### src/rtl/uart_tx_frame_if.sv
// Byte-push handshake and serial-line bundle for uart_tx_frame.
// The master side pushes bytes; the slave side (the transmitter) drives the line and status.
interface uart_tx_frame_if #(
  parameter int DEPTH = 4
) ();
  localparam int LW = $clog2(DEPTH) + 1;

  logic [7:0]    tx_data;
  logic          tx_valid;
  logic          tx_ready;
  logic          ser_tx;
  logic          busy;
  logic [LW-1:0] fifo_level;

  modport master (
    output tx_data, tx_valid,
    input  tx_ready, ser_tx, busy, fifo_level
  );

  modport slave (
    input  tx_data, tx_valid,
    output tx_ready, ser_tx, busy, fifo_level
  );
endinterface

### src/rtl/uart_tx_frame.sv
// 8N1 UART transmitter with a DEPTH-entry input FIFO and a fixed CLK_DIV baud divider.
// Define UART_TX_PARITY_EN for 8E1 framing (even-parity bit inserted between data and stop).
module uart_tx_frame #(
  parameter int CLK_DIV = 4167,
  parameter int DEPTH   = 4
) (
  input  logic           clock,
  input  logic           reset,
  uart_tx_frame_if.slave bus
);
  localparam int              AW       = $clog2(DEPTH);
  localparam int              LW       = AW + 1;
  localparam logic [15:0]     DIV_LAST = 16'(CLK_DIV - 1);
  localparam logic [LW-1:0]   LVL_FULL = LW'(DEPTH);
  localparam logic [LW-1:0]   LVL_ZERO = {LW{1'b0}};

  typedef enum logic [2:0] {
    ST_IDLE   = 3'd0,
    ST_START  = 3'd1,
    ST_DATA   = 3'd2,
`ifdef UART_TX_PARITY_EN
    ST_PARITY = 3'd3,
`endif
    ST_STOP   = 3'd4
  } state_e;

`ifdef UART_TX_PARITY_EN
  function automatic logic even_parity(input logic [7:0] d);
    return ^d;
  endfunction
`endif

  logic [7:0]    mem_q [DEPTH];
  logic [AW-1:0] wr_ptr_q;
  logic [AW-1:0] rd_ptr_q;
  logic [LW-1:0] level_q;
  logic [LW-1:0] level_d;
  logic          ready_q;
  state_e        state_q;
  logic [15:0]   div_q;
  logic [2:0]    bit_q;
  logic [7:0]    shift_q;
  logic          ser_q;
  logic          busy_q;
  logic          push_s;
  logic          pop_s;
  logic          bit_end_s;
  logic          line_s;

  assign push_s    = bus.tx_valid && ready_q;
  assign bit_end_s = (div_q == DIV_LAST);

  assign bus.tx_ready   = ready_q;
  assign bus.ser_tx     = ser_q;
  assign bus.busy       = busy_q;
  assign bus.fifo_level = level_q;

  // Head is popped when leaving IDLE or at the end of a stop bit with bytes waiting.
  always_comb begin
    pop_s = 1'b0;
    if (level_q != LVL_ZERO) begin
      if (state_q == ST_IDLE) begin
        pop_s = 1'b1;
      end else if ((state_q == ST_STOP) && bit_end_s) begin
        pop_s = 1'b1;
      end else begin
        pop_s = 1'b0;
      end
    end else begin
      pop_s = 1'b0;
    end
  end

  // FIFO occupancy after this cycle's push and pop.
  always_comb begin
    level_d = level_q;
    case ({push_s, pop_s})
      2'b10:   level_d = level_q + LW'(1);
      2'b01:   level_d = level_q - LW'(1);
      default: level_d = level_q;
    endcase
  end

  // Line value implied by the current state; registered one clock later.
  always_comb begin
    line_s = 1'b1;
    case (state_q)
      ST_START:  line_s = 1'b0;
      ST_DATA:   line_s = shift_q[bit_q];
`ifdef UART_TX_PARITY_EN
      ST_PARITY: line_s = even_parity(shift_q);
`endif
      default:   line_s = 1'b1;
    endcase
  end

  // FIFO storage, pointers and level.
  always_ff @(posedge clock or posedge reset) begin
    if (reset) begin
      wr_ptr_q <= {AW{1'b0}};
      rd_ptr_q <= {AW{1'b0}};
      level_q  <= LVL_ZERO;
      ready_q  <= 1'b1;
      for (int i = 0; i < DEPTH; i++) begin
        mem_q[i] <= 8'h00;
      end
    end else begin
      if (push_s) begin
        mem_q[wr_ptr_q] <= bus.tx_data;
        wr_ptr_q        <= wr_ptr_q + AW'(1);
      end
      if (pop_s) begin
        rd_ptr_q <= rd_ptr_q + AW'(1);
      end
      level_q <= level_d;
      ready_q <= (level_d != LVL_FULL);
    end
  end

  // Frame sequencer with registered line and busy outputs.
  always_ff @(posedge clock or posedge reset) begin
    if (reset) begin
      state_q <= ST_IDLE;
      div_q   <= 16'd0;
      bit_q   <= 3'd0;
      shift_q <= 8'h00;
      ser_q   <= 1'b1;
      busy_q  <= 1'b0;
    end else begin
      ser_q  <= line_s;
      busy_q <= (state_q != ST_IDLE) || (level_q != LVL_ZERO);
      div_q  <= bit_end_s ? 16'd0 : (div_q + 16'd1);
      case (state_q)
        ST_IDLE: begin
          div_q <= 16'd0;
          if (pop_s) begin
            state_q <= ST_START;
            shift_q <= mem_q[rd_ptr_q];
          end
        end
        ST_START: begin
          if (bit_end_s) begin
            state_q <= ST_DATA;
            bit_q   <= 3'd0;
          end
        end
        ST_DATA: begin
          if (bit_end_s) begin
            bit_q <= bit_q + 3'd1;
            if (bit_q == 3'd7) begin
`ifdef UART_TX_PARITY_EN
              state_q <= ST_PARITY;
`else
              state_q <= ST_STOP;
`endif
            end
          end
        end
`ifdef UART_TX_PARITY_EN
        ST_PARITY: begin
          if (bit_end_s) begin
            state_q <= ST_STOP;
          end
        end
`endif
        ST_STOP: begin
          if (bit_end_s) begin
            if (pop_s) begin
              state_q <= ST_START;
              shift_q <= mem_q[rd_ptr_q];
            end else begin
              state_q <= ST_IDLE;
            end
          end
        end
        default: state_q <= ST_IDLE;
      endcase
    end
  end
endmodule

### src/flat_wrapper.sv
// flat-port wrapper written by rule: the top's interface ports become plain ports
module uart_tx_frame_flat 
#(
  parameter int CLK_DIV = 4167,
  parameter int DEPTH   = 4
)
  (clock, reset, bus_tx_data, bus_tx_valid, bus_tx_ready, bus_ser_tx, bus_busy, bus_fifo_level);
  uart_tx_frame_if #(.DEPTH(DEPTH)) bus_i ();
  input  logic clock;
  input  logic reset;
  input wire logic [$bits(bus_i.tx_data)-1:0] bus_tx_data;
  input wire logic [$bits(bus_i.tx_valid)-1:0] bus_tx_valid;
  output wire logic [$bits(bus_i.tx_ready)-1:0] bus_tx_ready;
  output wire logic [$bits(bus_i.ser_tx)-1:0] bus_ser_tx;
  output wire logic [$bits(bus_i.busy)-1:0] bus_busy;
  output wire logic [$bits(bus_i.fifo_level)-1:0] bus_fifo_level;
  assign bus_i.tx_data = bus_tx_data;
  assign bus_i.tx_valid = bus_tx_valid;
  assign bus_tx_ready = bus_i.tx_ready;
  assign bus_ser_tx = bus_i.ser_tx;
  assign bus_busy = bus_i.busy;
  assign bus_fifo_level = bus_i.fifo_level;
  uart_tx_frame #(.CLK_DIV(CLK_DIV), .DEPTH(DEPTH)) u_core (.clock(clock), .reset(reset), .bus(bus_i));
endmodule
### config.mk
export PLATFORM = sky130hd
export DESIGN_NAME = uart_tx_frame_flat
export DESIGN_NICKNAME = d
export VERILOG_FILES = /design/src/rtl/uart_tx_frame_if.sv /design/src/rtl/uart_tx_frame.sv /design/src/flat_wrapper.sv
export SDC_FILE = /design/constraint.sdc
export NUM_CORES = 1
export LEC_CHECK = 0
export CORE_UTILIZATION = 55
export CTS_BUF_LIST = sky130_fd_sc_hd__clkbuf_8
export DETAILED_ROUTE_END_ITERATION = 10
export PLACE_DENSITY = 0.74
export SLEW_MARGIN = 10
export SYNTH_ARGS = -nofsm -noshare
export SYNTH_HDL_FRONTEND = slang
export SYNTH_SLANG_ARGS = --single-unit
### constraint.sdc
create_clock -name clock -period 6.35 [get_ports clock]
set_clock_uncertainty 0.2 [all_clocks]
set_input_delay 1.27 -clock clock [delete_from_list [all_inputs] [get_ports clock]]
set_output_delay 1.27 -clock clock [all_outputs]
set_load 0.005 [all_outputs]
# ---- Yosys cells after proc, flatten, opt, wreduce, memory -nomap -nowiden
# Cells that the tools add are included.
dict set report classes {
  addsub 6
  order_cmp 4
  eq_ne 13
  mux 28
  bitwise_logic 2
  n_reduce_logical 12
}
# cell n
set op_table {}
lappend op_table {{$mux 8} 5}
lappend op_table {{$bwmux 32} 1}
lappend op_table {{$mux 16} 2}
lappend op_table {{$mux 3} 7}
lappend op_table {{$add 16x1->16 const B} 1}
lappend op_table {{$bmux 8 s2} 1}
lappend op_table {{$demux 8 s2} 1}
lappend op_table {{$eq 16x13->1 const B} 1}
lappend op_table {{$pmux 8 s2} 1}
lappend op_table {{$pmux 3 s2} 2}
lappend op_table {{$pmux 3 s4} 1}
lappend op_table {{$ne 2x1->1 const B} 5}
lappend op_table {{$add 3x1->3 const B} 2}
lappend op_table {{$eq 3x3->1 const B} 2}
lappend op_table {{$ge 3x3->1 const B} 2}
lappend op_table {{$not 2->3} 2}
lappend op_table {{$reduce_bool 3->1} 2}
lappend op_table {{$mux 1} 5}
lappend op_table {{$reduce_and 5->1} 1}
lappend op_table {{$add 2x1->2 const B} 2}
lappend op_table {{$lt 3x4->1 const B} 1}
lappend op_table {{$reduce_bool 2->1} 2}
lappend op_table {{$bmux 1 s3} 1}
lappend op_table {{$eq 3x1->1 const B} 1}
lappend op_table {{12 further kinds} 14}
dict set report totals {
  regBits 72
  input_bits 11
  elab_cells 79
}

# ---- Depth between registers and ports, before layout
dict set report logic_depth {
  ltp_word 8
  depth_mapped 13
}

# ---- Worst setup path before layout
# OpenSTA, ideal clock, no wires.
dict set report synth_timing {
  path_kind {register -> register}
  start {register u_core.div_q[8]}
  end {register u_core.ready_q, in the netlist u_core.bus.tx_ready}
  arrival_time_ns 2.778
  setup_slack_ns 3.290
  path_stages_with_launch 12
  n_path_buf 0
  synth_period_minus_slack_ns 3.060
  path_cell_list {dfrtp_1 -> or4_4 -> nor4_4 -> o21ai_4 -> inv_1 -> ha_1 -> inv_1 -> fa_1 -> xor2_1 -> nor2_1 -> xor2_1 -> nand2_1}
}
dict set report synth_via {
  elab_chain_cells 8
  word_cells_on_any_way 9
  classes_between {4 x eq/ne; 4 x mux; 1 x reduce/logical}
}
# element line_no
set synth_lines {}
lappend synth_lines {{from (decl)} uart_tx_frame.sv:40} ;# logic [15:0] div_q;
lappend synth_lines {{from (signal assigned)} uart_tx_frame.sv:132} ;# div_q <= bit_end_s ? 16'd0 : (div_q + 16'd1);
lappend synth_lines {{$eq 16x13->1 (*)} uart_tx_frame.sv:51} ;# assign bit_end_s = (div_q == DIV_LAST);
lappend synth_lines {{$logic_and 1x1->1 (*)} uart_tx_frame.sv:64} ;# end else if ((state_q == ST_STOP) && bit_end_s) begin
lappend synth_lines {{$mux 1 (*)} uart_tx_frame.sv:64}
lappend synth_lines {{$mux 1 (*)} uart_tx_frame.sv:62} ;# if (state_q == ST_IDLE) begin
lappend synth_lines {{$mux 1 (*)} uart_tx_frame.sv:61} ;# if (level_q != LVL_ZERO) begin
lappend synth_lines {{net u_core.pop_s} uart_tx_frame.sv:46} ;# logic pop_s;
lappend synth_lines {{$eq 2x1->1 or $eq 2x2->1 (tied branches)} uart_tx_frame.sv:77} ;# case ({push_s, pop_s})
lappend synth_lines {{$pmux 3 s2 (*)} uart_tx_frame.sv:77}
lappend synth_lines {{net u_core.level_d[2]} uart_tx_frame.sv:37} ;# logic [LW-1:0] level_d;
lappend synth_lines {{$ne 3x3->1 (*)} uart_tx_frame.sv:116} ;# ready_q <= (level_d != LVL_FULL);
lappend synth_lines {{to (signal assigned)} uart_tx_frame.sv:116}
lappend synth_lines {{to (decl)} uart_tx_frame.sv:38} ;# logic ready_q;
# Mark *: on every way through the listed nets, which the timed path passes. The rest lies on a longest branch.
# A chain may end at the register's enable or synchronous reset.

# ---- Final worst setup path
# Same ends and word-level chain as after synthesis.

==> flow_summary.json <==
{
  "numPortBuffers": 16,
  "worstPathCellList": "or4_4 > nor4_4 > o21ai_4 > inv_1 > ha_1 > inv_1 > fa_1 > xor2_1 > nor2_1 > xor2_1 > nand2_1",
  "dpl.hpwl_um": 3990,
  "hold_path.startpoint": "u_core.mem_q[14]$_DFFE_PP0P_",
  "drtIter0Drc": 80,
  "cts.reportedPaths.clkPinSlew_ns": 0.08,
  "clk_path_buf_depth": 2,
  "cp.required_ns": 6.42,
  "cap_violations": 0,
  "via_per_inst": 5.75,
  "grt_pass1_wl_um": 10100,
  "antenna_found_initial": 0,
  "finalCritPeriodShare": 0.528,
  "grt_max_degree": 73,
  "synthArstFlopShare": 1.00,
  "finalPower_uw": 1270,
  "fin_nets": 304,
  "fin_crit_ns": 3.35,
  "cts_resized": 0,
  "ir_drop_v": 0.000227,
  "cts_tree": "built",
  "core_area_mm2": 0.00592,
  "switching_share": 0.271,
  "htree_levels": 3,
  "die_height_um": 80.4,
  "synth_common_cells": "dfrtp_1, mux2_2, nor2_1",
  "vias": 2089,
  "synth_nets": 282,
  "syn_avg_cell_area_um2": 13.0,
  "whs_endpoint": "u_core.mem_q[14]$_DFFE_PP0P_",
  "area_growth_pct": 12.1,
  "timing.rr.end": "u_core.bus.tx_ready$_DFF_PP1_",
  "cp_max_fo": 10,
  "setup_ws_ns": 3.00,
  "status": "finished, final reports clean",
  "postCtsSetupRepairBufs": 0,
  "finalMaxSlewViolations": 0,
  "ios": 17,
  "sequentialPowerShare": 0.510,
  "fp-row-count": 28,
  "final-setup-viol-count": 0,
  "synthesis.area_mm2": 0.00338,
  "overflow": 0,
  "dieArea_mm2": 0.00646,
  "syn_inst": 261,
  "p_int_uw": 928,
  "gp_congestion": 0.843,
  "fmax_mhz": 298,
  "diodes": 0,
  "setup.worst_path.class": "flop to flop",
  "min_path_cells": 1,
  "firstDrtPassIters": 4,
  "synth_ff_type": "dfrtp_1",
  "cp.arrival_ns": 3.42,
  "initial_utilization": 0.571,
  "track_usage": 0.212,
  "end_kind": "flop",
  "grt_setup_unrepaired": "false",
  "cts_hold_buf": 0,
  "ff2ff_setup_slack_ns": 3.00,
  "power-per-cell-area_mw_per_mm2": 336,
  "postRouteAntennaNets": 0,
  "synth_top_cell_area_share": 0.518,
  "wl_per_cell_um": 16.1,
  "numCtsBuffers": 9,
  "cpPeakStageDelay_ns": 0.58,
  "cts.sinks": 72,
  "slew_headroom": 0.419,
  "crit_slowest_cell": "or4_4",
  "synth-edff-count": 0,
  "start_kind": "flop",
  "synth_area_leaders": "dfrtp_1, mux2_2, mux4_2",
  "die_w_um": 80.4,
  "p_switching_uw": 345,
  "combPwrFrac": 0.243,
  "p_leak_uw": 0.00164,
  "finalHoldViolations": 0,
  "yosysUniqueCellTypes": 37,
  "root_buffer": "clkbuf_8",
  "worstSkewPairLatency_ns": 0.35,
  "yosysSeqAreaShare": 0.534,
  "yosysWarnings": 0,
  "yosysTopAreaCell": "dfrtp_1",
  "fin_setup_tns_ns": 0,
  "drive_above_1_share": 0.271,
  "drc": 0,
  "dp_slack_ns": 2.97,
  "hold_class": "flop to flop",
  "grt_pass1_vias": 2184,
  "synth.most_common_cell": "dfrtp_1",
  "rr_worst_depth": 11,
  "worst_pin_slew_ns": 0.871,
  "synth-seq-cells": 72,
  "wirelength_um": 5830,
  "power.share.clock": 0.248,
  "timing.rr.start": "u_core.div_q[8]$_DFF_PP0_"
}
==> sequential cells by signal, indices dropped and copies added, names as in the netlist, 2 cells and up <==
name and count:
u_core.bit_q 3, u_core.bus.fifo_level 3, u_core.div_q 16, u_core.mem_q 32
u_core.rd_ptr_q 2, u_core.shift_q 8, u_core.state_q 3, u_core.wr_ptr_q 2
==> layer usage <==
| metal | wire length (um) | vias up | GRT usage |
|---|---|---|---|
| met1 | 2670 | 1058 | 0.263 |
| met3 | 200 | 11 | 0.0580 |
| met2 | 2840 | 33 | 0.347 |
| li1 | - | 987 | - |
| met5 | 0 | - | 0 |
| met4 | 114 | 0 | 0.0929 |
==> cell type report <==
cell class	count	area, um^2
inverter	12	45.0
multi-input combinational	171	1510
timing repair buffer	17	168
clock inverter	6	35.0
clock buffer	10	138
sequential	72	1800
tap	75	93.8
fill	472	2130
==> cells by family (layout without fill, tap and decap cells) <==
family,count (synthesis),after routing,share of synthesized area
xor gates and xnor gates,18,18,0.0466
buffers and inverters,18,45,0.0211
AOI/OAI and AO/OA,15,15,0.0318
adders and majority gates,10,10,0.0392
and+or+nand+nor,74,74,0.115
muxes,54,54,0.212
DFF,72,72,0.534
==> through the flow <==
stage / hold slack, ns / instance area [um^2] / utilization / instances
floorplan: 0.274 / 3380 / - / 261
detailed placement: 0.290 / 3620 / 0.611 / 347
finish: 0.303 / 3790 / 0.640 / 363
global placement: 0.281 / 3620 / 0.611 / 347
global route: 0.320 / 3790 / 0.640 / 363
CTS: 0.307 / 3790 / 0.640 / 363
==> power by group through the flow <==
stage | clock network, uW | registers, uW | logic [uW]
finish | 315 | 649 | 309
global route | 344 | 666 | 343
CTS | 327 | 649 | 315
detailed placement | 0 | 658 | 315
global placement | 0 | 652 | 301
floorplan | 0 | 638 | 239
==> worst max path at each step <==
| stage | start | end | slack [ns] | depth (start not counted) |
|---|---|---|---|---|
| floorplan | reset | u_core.bit_q[0]$_DFFE_PP0P_ | 3.06 | 1 |
| global placement | bus_tx_valid | u_core.bus.tx_ready$_DFF_PP1_ | 3.07 | 9 |
| detailed placement | bus_tx_valid | u_core.bus.tx_ready$_DFF_PP1_ | 2.97 | 9 |
| CTS | u_core.div_q[8]$_DFF_PP0_ | u_core.bus.tx_ready$_DFF_PP1_ | 2.99 | 11 |
| global route | u_core.div_q[8]$_DFF_PP0_ | u_core.bus.tx_ready$_DFF_PP1_ | 2.79 | 11 |
| finish | u_core.div_q[8]$_DFF_PP0_ | u_core.bus.tx_ready$_DFF_PP1_ | 3.00 | 11 |
==> placed cells by master, fill, tap and decap left out, types with 2 or more instances in the layout <==
| cell type | synthesis | layout |
|---|---|---|
| mux2i_1 | 3 | 3 |
| o31ai_1 | 2 | 2 |
| dfstp_2 | 2 | 2 |
| or4_1 | 3 | 3 |
| mux2_2 | 41 | 41 |
| inv_1 | 12 | 11 |
| a21oi_1 | 4 | 4 |
| xnor2_1 | 14 | 14 |
| clkdlybuf4s50_1 | 0 | 16 |
| nor2_1 | 20 | 20 |
| nor4_1 | 3 | 3 |
| or4_4 | 2 | 2 |
| dfrtp_1 | 70 | 70 |
| nand4_1 | 7 | 7 |
| xor2_1 | 4 | 4 |
| clkinv_2 | 0 | 4 |
| nand3_1 | 11 | 11 |
| nor3_1 | 7 | 7 |
| mux4_2 | 10 | 10 |
| o21ai_0 | 3 | 3 |
| nand2_1 | 14 | 14 |
| clkinvlp_4 | 0 | 2 |
| ha_1 | 9 | 9 |
| clkbuf_8 | 0 | 10 |
==> critical path, delay by kind of cell (launching register included) <==
family	cells	cell delay, ns
AOI/OAI and AO/OA	1	0.19
xor gates and xnor gates	2	0.33
DFF	1	0.46
adders and majority gates	2	0.57
buffers and inverters	2	0.17
and+or+nand+nor	4	1.35
Note: power is estimated with default switching activity, not from simulation.
